--- config.mk ---
export PLATFORM = sky130hd
export DESIGN_NAME = axis_frame_capture_flat
export DESIGN_NICKNAME = d
export VERILOG_FILES = /design/src/rtl/axis_frame_capture_if.sv /design/src/rtl/axis_frame_capture.sv /design/src/flat_wrapper.sv
export SDC_FILE = /design/constraint.sdc
export NUM_CORES = 1
export LEC_CHECK = 0
export CAP_MARGIN = 5
export CORE_MARGIN = 10
export CORE_UTILIZATION = 45
export DETAILED_ROUTE_END_ITERATION = 8
export DONT_BUFFER_PORTS = 1
export PLACE_DENSITY = 0.59
export SKIP_LAST_GASP = 1
export SYNTH_ARGS = -nofsm -noshare
export SYNTH_HDL_FRONTEND = slang
export SYNTH_SLANG_ARGS = --single-unit
--- constraint.sdc ---
create_clock -name clk -period 9.27 [get_ports clk]
set_input_delay 0.4635 -clock clk [delete_from_list [all_inputs] [get_ports clk]]
set_output_delay 0.4635 -clock clk [all_outputs]
set_load 0.02 [all_outputs]
--- src/rtl/axis_frame_capture_if.sv ---
// AXI-Stream sample-packet bus: SAMP_PER_CLK samples of SAMP_W bits per beat.
interface alpaca_data_pkt_axis #(
  parameter int unsigned SAMP_PER_CLK = 2,
  parameter int unsigned SAMP_W       = 16
) ();
  logic [SAMP_PER_CLK*SAMP_W-1:0] tdata;
  logic                           tvalid;
  logic                           tready;
  logic                           tlast;
  logic                           tuser;

  modport MST (output tdata, output tvalid, output tlast, output tuser, input tready);
  modport SLV (input tdata, input tvalid, input tlast, input tuser, output tready);
endinterface

--- src/rtl/axis_frame_capture.sv ---
// Frame-aligned AXI-Stream capture sink with arm/re-arm, frame decimation,
// one-shot or ring storage, tlast framing checks and registered readback.
module axis_frame_capture #(
  parameter int unsigned FFT_LEN      = 32,
  parameter int unsigned SAMP_PER_CLK = 2,
  parameter int unsigned FRAMES       = 2,
  parameter int unsigned SAMP_W       = 16,
  localparam int unsigned DEPTH       = FRAMES*FFT_LEN/SAMP_PER_CLK,
  localparam int unsigned AW          = $clog2(DEPTH),
  localparam int unsigned DW          = SAMP_PER_CLK*SAMP_W
) (
  input  logic                 clk,
  input  logic                 rst,
  alpaca_data_pkt_axis.SLV     s_axis,
  input  logic                 arm,
  input  logic                 continuous,
  input  logic [7:0]           skip,
  input  logic [AW-1:0]        rd_addr,
  output logic [DW-1:0]        rd_data,
  output logic                 full,
  output logic                 busy,
  output logic [15:0]          frame_cnt,
  output logic                 tlast_err
);

  localparam int unsigned    BPF      = FFT_LEN/SAMP_PER_CLK;
  localparam int unsigned    BW       = $clog2(BPF);
  localparam logic [BW-1:0]  BCNT_MAX = BW'(BPF-1);

  typedef enum logic [2:0] {IDLE, SYNC, CAPTURE, SKIP, DONE} state_t;

  state_t          r_state;
  logic [BW-1:0]   r_bcnt;
  logic [7:0]      r_scnt;
  logic [7:0]      r_skip;
  logic            r_cont;
  logic [AW-1:0]   r_wptr;
  logic [AW-1:0]   r_fbase;
  logic [15:0]     r_frame_cnt;
  logic            r_full;
  logic            r_tlast_err;
  logic [DW-1:0]   r_rd_data;
  logic [DW-1:0]   r_ram [DEPTH];

  logic            w_accept;
  logic            w_last_beat;
  logic            w_frame_err;
  logic            w_fill;
  logic            w_we;
  logic [15:0]     w_cnt_inc;

  assign s_axis.tready = ~rst;
  assign w_accept      = s_axis.tvalid & s_axis.tready;
  assign w_last_beat   = (r_bcnt == BCNT_MAX);
  assign w_frame_err   = s_axis.tlast ^ w_last_beat;
  assign w_cnt_inc     = (r_frame_cnt == 16'hFFFF) ? r_frame_cnt : r_frame_cnt + 16'd1;
  assign w_fill        = r_full | (({1'b0, r_frame_cnt} + 17'd1) == 17'(FRAMES));
  assign w_we          = ~rst & ~arm & w_accept & (r_state == CAPTURE);

  // Capture FSM with beat/skip counters, write pointer and status flags
  always_ff @(posedge clk) begin
    if (rst) begin
      r_state     <= IDLE;
      r_bcnt      <= '0;
      r_scnt      <= '0;
      r_skip      <= '0;
      r_cont      <= 1'b0;
      r_wptr      <= '0;
      r_fbase     <= '0;
      r_frame_cnt <= '0;
      r_full      <= 1'b0;
      r_tlast_err <= 1'b0;
    end else if (arm) begin
      r_state     <= SYNC;
      r_bcnt      <= '0;
      r_scnt      <= '0;
      r_skip      <= skip;
      r_cont      <= continuous;
      r_wptr      <= '0;
      r_fbase     <= '0;
      r_frame_cnt <= '0;
      r_full      <= 1'b0;
      r_tlast_err <= 1'b0;
    end else if (w_accept) begin
      case (r_state)
        SYNC: begin
          if (s_axis.tlast) begin
            r_bcnt <= '0;
            if (r_skip == 8'd0) begin
              r_state <= CAPTURE;
            end else begin
              r_state <= SKIP;
              r_scnt  <= r_skip;
            end
          end
        end
        CAPTURE, SKIP: begin
          if (w_frame_err) begin
            // Drop the partial frame; a tlast on the offending beat already
            // marks a frame boundary, so resynchronise on it directly.
            r_tlast_err <= 1'b1;
            r_wptr      <= r_fbase;
            r_bcnt      <= '0;
            if (!s_axis.tlast) begin
              r_state <= SYNC;
            end else if (r_skip == 8'd0) begin
              r_state <= CAPTURE;
            end else begin
              r_state <= SKIP;
              r_scnt  <= r_skip;
            end
          end else if (w_last_beat) begin
            r_bcnt <= '0;
            if (r_state == CAPTURE) begin
              r_wptr      <= r_wptr + 1'b1;
              r_fbase     <= r_wptr + 1'b1;
              r_frame_cnt <= w_cnt_inc;
              r_full      <= w_fill;
              if (!r_cont && w_fill) begin
                r_state <= DONE;
              end else if (r_skip != 8'd0) begin
                r_state <= SKIP;
                r_scnt  <= r_skip;
              end else begin
                r_state <= CAPTURE;
              end
            end else begin
              r_scnt <= r_scnt - 8'd1;
              if (r_scnt <= 8'd1) begin
                r_state <= CAPTURE;
              end
            end
          end else begin
            r_bcnt <= r_bcnt + 1'b1;
            if (r_state == CAPTURE) begin
              r_wptr <= r_wptr + 1'b1;
            end
          end
        end
        default: ;
      endcase
    end
  end

  // Frame storage write port
  always_ff @(posedge clk) begin
    if (w_we) begin
      r_ram[r_wptr] <= s_axis.tdata;
    end
  end

  // Registered readback; same-address write returns old data
  always_ff @(posedge clk) begin
    if (rst) begin
      r_rd_data <= '0;
    end else begin
      r_rd_data <= r_ram[rd_addr];
    end
  end

  assign rd_data   = r_rd_data;
  assign full      = r_full;
  assign busy      = (r_state == SYNC) || (r_state == CAPTURE) || (r_state == SKIP);
  assign frame_cnt = r_frame_cnt;
  assign tlast_err = r_tlast_err;

endmodule

--- src/flat_wrapper.sv ---
// flat-port wrapper written by rule: the top's interface ports become plain ports
module axis_frame_capture_flat 
#(
  parameter int unsigned FFT_LEN      = 32,
  parameter int unsigned SAMP_PER_CLK = 2,
  parameter int unsigned FRAMES       = 2,
  parameter int unsigned SAMP_W       = 16,
  localparam int unsigned DEPTH       = FRAMES*FFT_LEN/SAMP_PER_CLK,
  localparam int unsigned AW          = $clog2(DEPTH),
  localparam int unsigned DW          = SAMP_PER_CLK*SAMP_W
)
  (clk, rst, arm, continuous, skip, rd_addr, rd_data, full, busy, frame_cnt, tlast_err, s_axis_tdata, s_axis_tvalid, s_axis_tlast, s_axis_tuser, s_axis_tready);
  alpaca_data_pkt_axis #(.SAMP_PER_CLK(SAMP_PER_CLK), .SAMP_W(SAMP_W)) s_axis_i ();
  input  logic clk;
  input  logic rst;
  input  logic arm;
  input  logic continuous;
  input  logic [7:0] skip;
  input  logic [AW-1:0] rd_addr;
  output logic [DW-1:0] rd_data;
  output logic full;
  output logic busy;
  output logic [15:0] frame_cnt;
  output logic tlast_err;
  input wire logic [$bits(s_axis_i.tdata)-1:0] s_axis_tdata;
  input wire logic [$bits(s_axis_i.tvalid)-1:0] s_axis_tvalid;
  input wire logic [$bits(s_axis_i.tlast)-1:0] s_axis_tlast;
  input wire logic [$bits(s_axis_i.tuser)-1:0] s_axis_tuser;
  output wire logic [$bits(s_axis_i.tready)-1:0] s_axis_tready;
  assign s_axis_i.tdata = s_axis_tdata;
  assign s_axis_i.tvalid = s_axis_tvalid;
  assign s_axis_i.tlast = s_axis_tlast;
  assign s_axis_i.tuser = s_axis_tuser;
  assign s_axis_tready = s_axis_i.tready;
  axis_frame_capture #(.FFT_LEN(FFT_LEN), .SAMP_PER_CLK(SAMP_PER_CLK), .FRAMES(FRAMES), .SAMP_W(SAMP_W)) u_core (.clk(clk), .rst(rst), .s_axis(s_axis_i), .arm(arm), .continuous(continuous), .skip(skip), .rd_addr(rd_addr), .rd_data(rd_data), .full(full), .busy(busy), .frame_cnt(frame_cnt), .tlast_err(tlast_err));
endmodule
==> impl_summary.txt <==
----------------------------------------------------
[Global routing]
  Maximum number of pins on one net before global-route repair ... 257
  Global router's overall resource usage ... 18.3%
  Sum of overflow across all layers after global routing ... 0
  Number of global-route vias before repair ... 20.9k
  Global-route wire length before repair ... 144000 um
  Number of antenna violations at the first check in global routing ... 7

[STA]
  Setup ws final ... 4.60 ns
  Max Fclk ... 214 MHz
  Tmin final ... 4.67 ns
  Clk_skew ... 0.0391 ns
  Ratio of final minimum period to clock period ... 50.3%
  Final count of hold timing violations ... 0
  Unrepaired setup endpoints after global routing ... no
  Relative slew slack ... 24.7%
  Transition time at the pin with the least slew margin ... 1.13 ns
  Final-layout setup total negative slack ... 0 ns
  Max-slew violation count ... 0
  Setup-failing EPs final ... 0

[Yosys]
  Sequential share of the synthesized area ... 76.2%
  Combined area of all synthesized cells ... 42600 um2
  Number of synthesized flops with an enable pin ... 1024
  Syn Inst Count ... 1946
  Predominant post-synthesis flop cell ... edfxtp_1
  Share of flip-flops with an asynchronous set or reset after synthesis ... 0%
  Nets in the synthesized netlist ... 2008
  Register bit total from synthesis ... 1108
  Count of unique library cells instantiated by Yosys ... 55
  Synthesized area per cell ... 21.9 um2
  Number of synthesis warnings ... 0

[Worst hold path]
  Number of instances on the worst hold path ... 2
  Startpoint of the lowest-slack hold path ... rd_addr[4]
  Worst min-delay path category ... in2reg
  Endpoint with the worst hold slack ... u_core.rd_data[16]

[Clock network]
  Clock H-tree levels ... 3
  Clock tree sinks ... 1108
  Post-CTS clock slew at the launch and capture registers of the worst setup and hold paths ... 0.06 ns
  Source-to-sink clock delay at the later pin of the worst-skew pair ... 0.70 ns
  Longest Clk Path Bufs ... 3
  Number of CTS-inserted buffers ... 111
  CTS Root Cell ... clkbuf_16
  Clock tree from TritonCTS ... built

[Finish]
  Non-Filler Cell Area, Final ... 48300 um2
  Number of nets at the end of the flow ... 2110
  Most frequent cells in the layout ... 1024 x edfxtp_1, 320 x mux4_2, 112 x clkbuf_16, 89 x nor2_1, 84 x dfxtp_1
  Share of post-route cells with drive strength above 1 ... 25.5%
  Area growth from synthesis to final layout ... 13.5%
  Commonest non-fill, non-tap cell in the layout ... edfxtp_1

[Setup path]
  Worst Setup End Kind ... flop
  Startpoint-to-endpoint class of the critical path ... reg2reg
  Worst Reg2Reg Path Length in Cells ... 12
  Required time at the worst-slack endpoint ... 9.80 ns
  CP max FO ... 17
  Startpoint class of the critical path ... flop
  Arrival time worst endpoint ... 5.19 ns
  Worst R2R Start ... u_core.r_bcnt[0]
  Critical R2R Capture ... u_core.frame_cnt[11]
  Slack of the worst reg-to-reg path ... 4.60 ns

[Die]
  Core Rows ... 112
  Width of the chip ... 328 um
  Top-Level Pins ... 104
  Core Footprint ... 93600 um2
  Starting density of the core ... 45.5%
  Vert. Die Dim ... 328 um
  Die Area ... 107000 um2

[Pwr]
  Leakage dissipation ... 14.9 nW
  IR Drop Worst-Case VDD ... 0.164 mV
  Pwr dens ... 208 nW/um2

[Route]
  Routed via count ... 20.2k
  First DRT Iteration DRCs ... 2004
  Vias per cell ... 5.95
  Number of remaining DRC errors ... 0
  Routed wire per std cell ... 28.9 um
  Remaining antenna violation count after routing ... 0
  Detailed-routing iteration count for the pre-antenna-repair pass ... 5
  Total wire length ... 98200 um

[Placement]
  HPWL reported at the end of detailed placement ... 47200 um
  Placed Area ... 44200 um2
  GPL Wtd Cong ... 0.789
  Worst slack at placement ... 4.71 ns
  I/O Buffers ... 0

[Outcome]
  Status ... completed

[Job]
  Max_cap viols ... 0

----------------------------------------------------
==> registers in the layout, summed over array words and instances, names as in the netlist <==
register          cells
u_core.r_wptr         5
u_core.r_scnt         8
u_core.r_fbase        5
u_core.tlast_err      1
u_core.r_cont         1
u_core.rd_data       32
u_core.r_skip         8
u_core.r_state        3
u_core.full           1
u_core.frame_cnt     16
u_core.r_bcnt         4
u_core.r_ram       1024
==> cells by family (layout without fill, tap and decap cells) <==
| family | Yosys count | count (layout) | share of synthesized area, % |
|---|---|---|---|
| fa+ha+maj | 10 | 10 | 0.294 |
| compound gates | 74 | 74 | 1.13 |
| simple gates | 247 | 247 | 2.73 |
| flops | 1108 | 1108 | 76.2 |
| other cells | 0 | 3 | 0 |
| mux | 370 | 370 | 18.1 |
| buf+inv | 112 | 309 | 1.01 |
| xor+xnor | 25 | 25 | 0.515 |
==> worst max-delay path by stage <==
stage	startpoint	end	depth (start not counted)
2_1_floorplan	u_core.r_state[1]	u_core.r_ram[31][0]	5
3_3_place_gp	u_core.r_bcnt[0]	u_core.frame_cnt[15]	12
3_5_place_dp	u_core.r_bcnt[0]	u_core.frame_cnt[11]	12
4_1_cts	u_core.r_bcnt[0]	u_core.frame_cnt[11]	12
5_1_grt	u_core.r_bcnt[0]	u_core.frame_cnt[11]	12
6_report	u_core.r_bcnt[0]	u_core.frame_cnt[11]	12
==> final cells by class <==
| cell class | instances | area (um2) |
|---|---|---|
| flip-flops and latches | 1108 | 32400 |
| repair buffers | 89 | 848 |
| clock inverters | 54 | 443 |
| diodes | 3 | 7.51 |
| multi-input cells | 726 | 9940 |
| fillers | 7339 | 45300 |
| inverters | 12 | 45.0 |
| well taps | 1254 | 1570 |
| clock buffers | 154 | 3010 |
==> metrics by stage <==
stage / std cells / hold slack [ns] / util [%] / total power, mW
6_report: 3400 / 0.0345 / 51.6 / 10.0
5_1_grt: 3397 / 0.0141 / 51.6 / 10.4
4_1_cts: 3397 / 0.00203 / 51.6 / 10.1
3_5_place_dp: 3132 / 0.472 / 47.2 / 5.83
3_3_place_gp: 3132 / 0.456 / 47.2 / 5.83
2_1_floorplan: 1946 / 0.447 / - / 5.85
==> critical path, cell delays in order (launching register included) <==
cell and delay, ns:
dfxtp_1 0.40, ha_1 0.20, and3_1 0.23, inv_1 0.13, ha_1 0.51, nor3b_2 0.83, nand2b_1 0.36, nor3_2 0.68
o21a_1 0.49, nand2_1 0.24, nor3_1 0.25, xnor2_1 0.15, nor2_1 0.05
==> Yosys cell counts, drive strengths merged (8+ instances only) <==
cell / instances / area share [%]
edfxtp: 1024 / 72
mux4: 320 / 17
nor2: 121 / 1.1
dfxtp: 84 / 4.0
clkbuf: 61 / 0.54
mux2i: 50 / 1.2
nand2: 40 / 0.38
buf: 39 / 0.36
a21oi: 27 / 0.32
nand3: 18 / 0.21
o21ai: 15 / 0.18
xnor2: 15 / 0.31
nor3: 13 / 0.16
inv: 12 / 0.11
ha: 10 / 0.29
xor2: 10 / 0.21
nor4: 9 / 0.13
and3: 8 / 0.12
nand4: 8 / 0.15
==> timing repair <==
item / 4_1_cts / 5_1_grt
hold buffers: 57 / 0
buffers inserted: 0 / 0
endpoints found under the hold margin: 1067 / 0
resized for setup: 0 / 0
==> where the power goes <==
part,switching (mW),internal [mW]
registers,0.0266,5.47
clock network,1.85,2.38
logic,0.138,0.175
total,2.02,8.03
==> layer usage <==
| layer | routed length, um | global-route usage, % |
|---|---|---|
| met5 | 44 | 0 |
| met4 | 2260 | 4.64 |
| met3 | 6350 | 3.41 |
| met2 | 49500 | 30.4 |
| met1 | 40100 | 24.9 |
(Power assumes the default switching activity.)
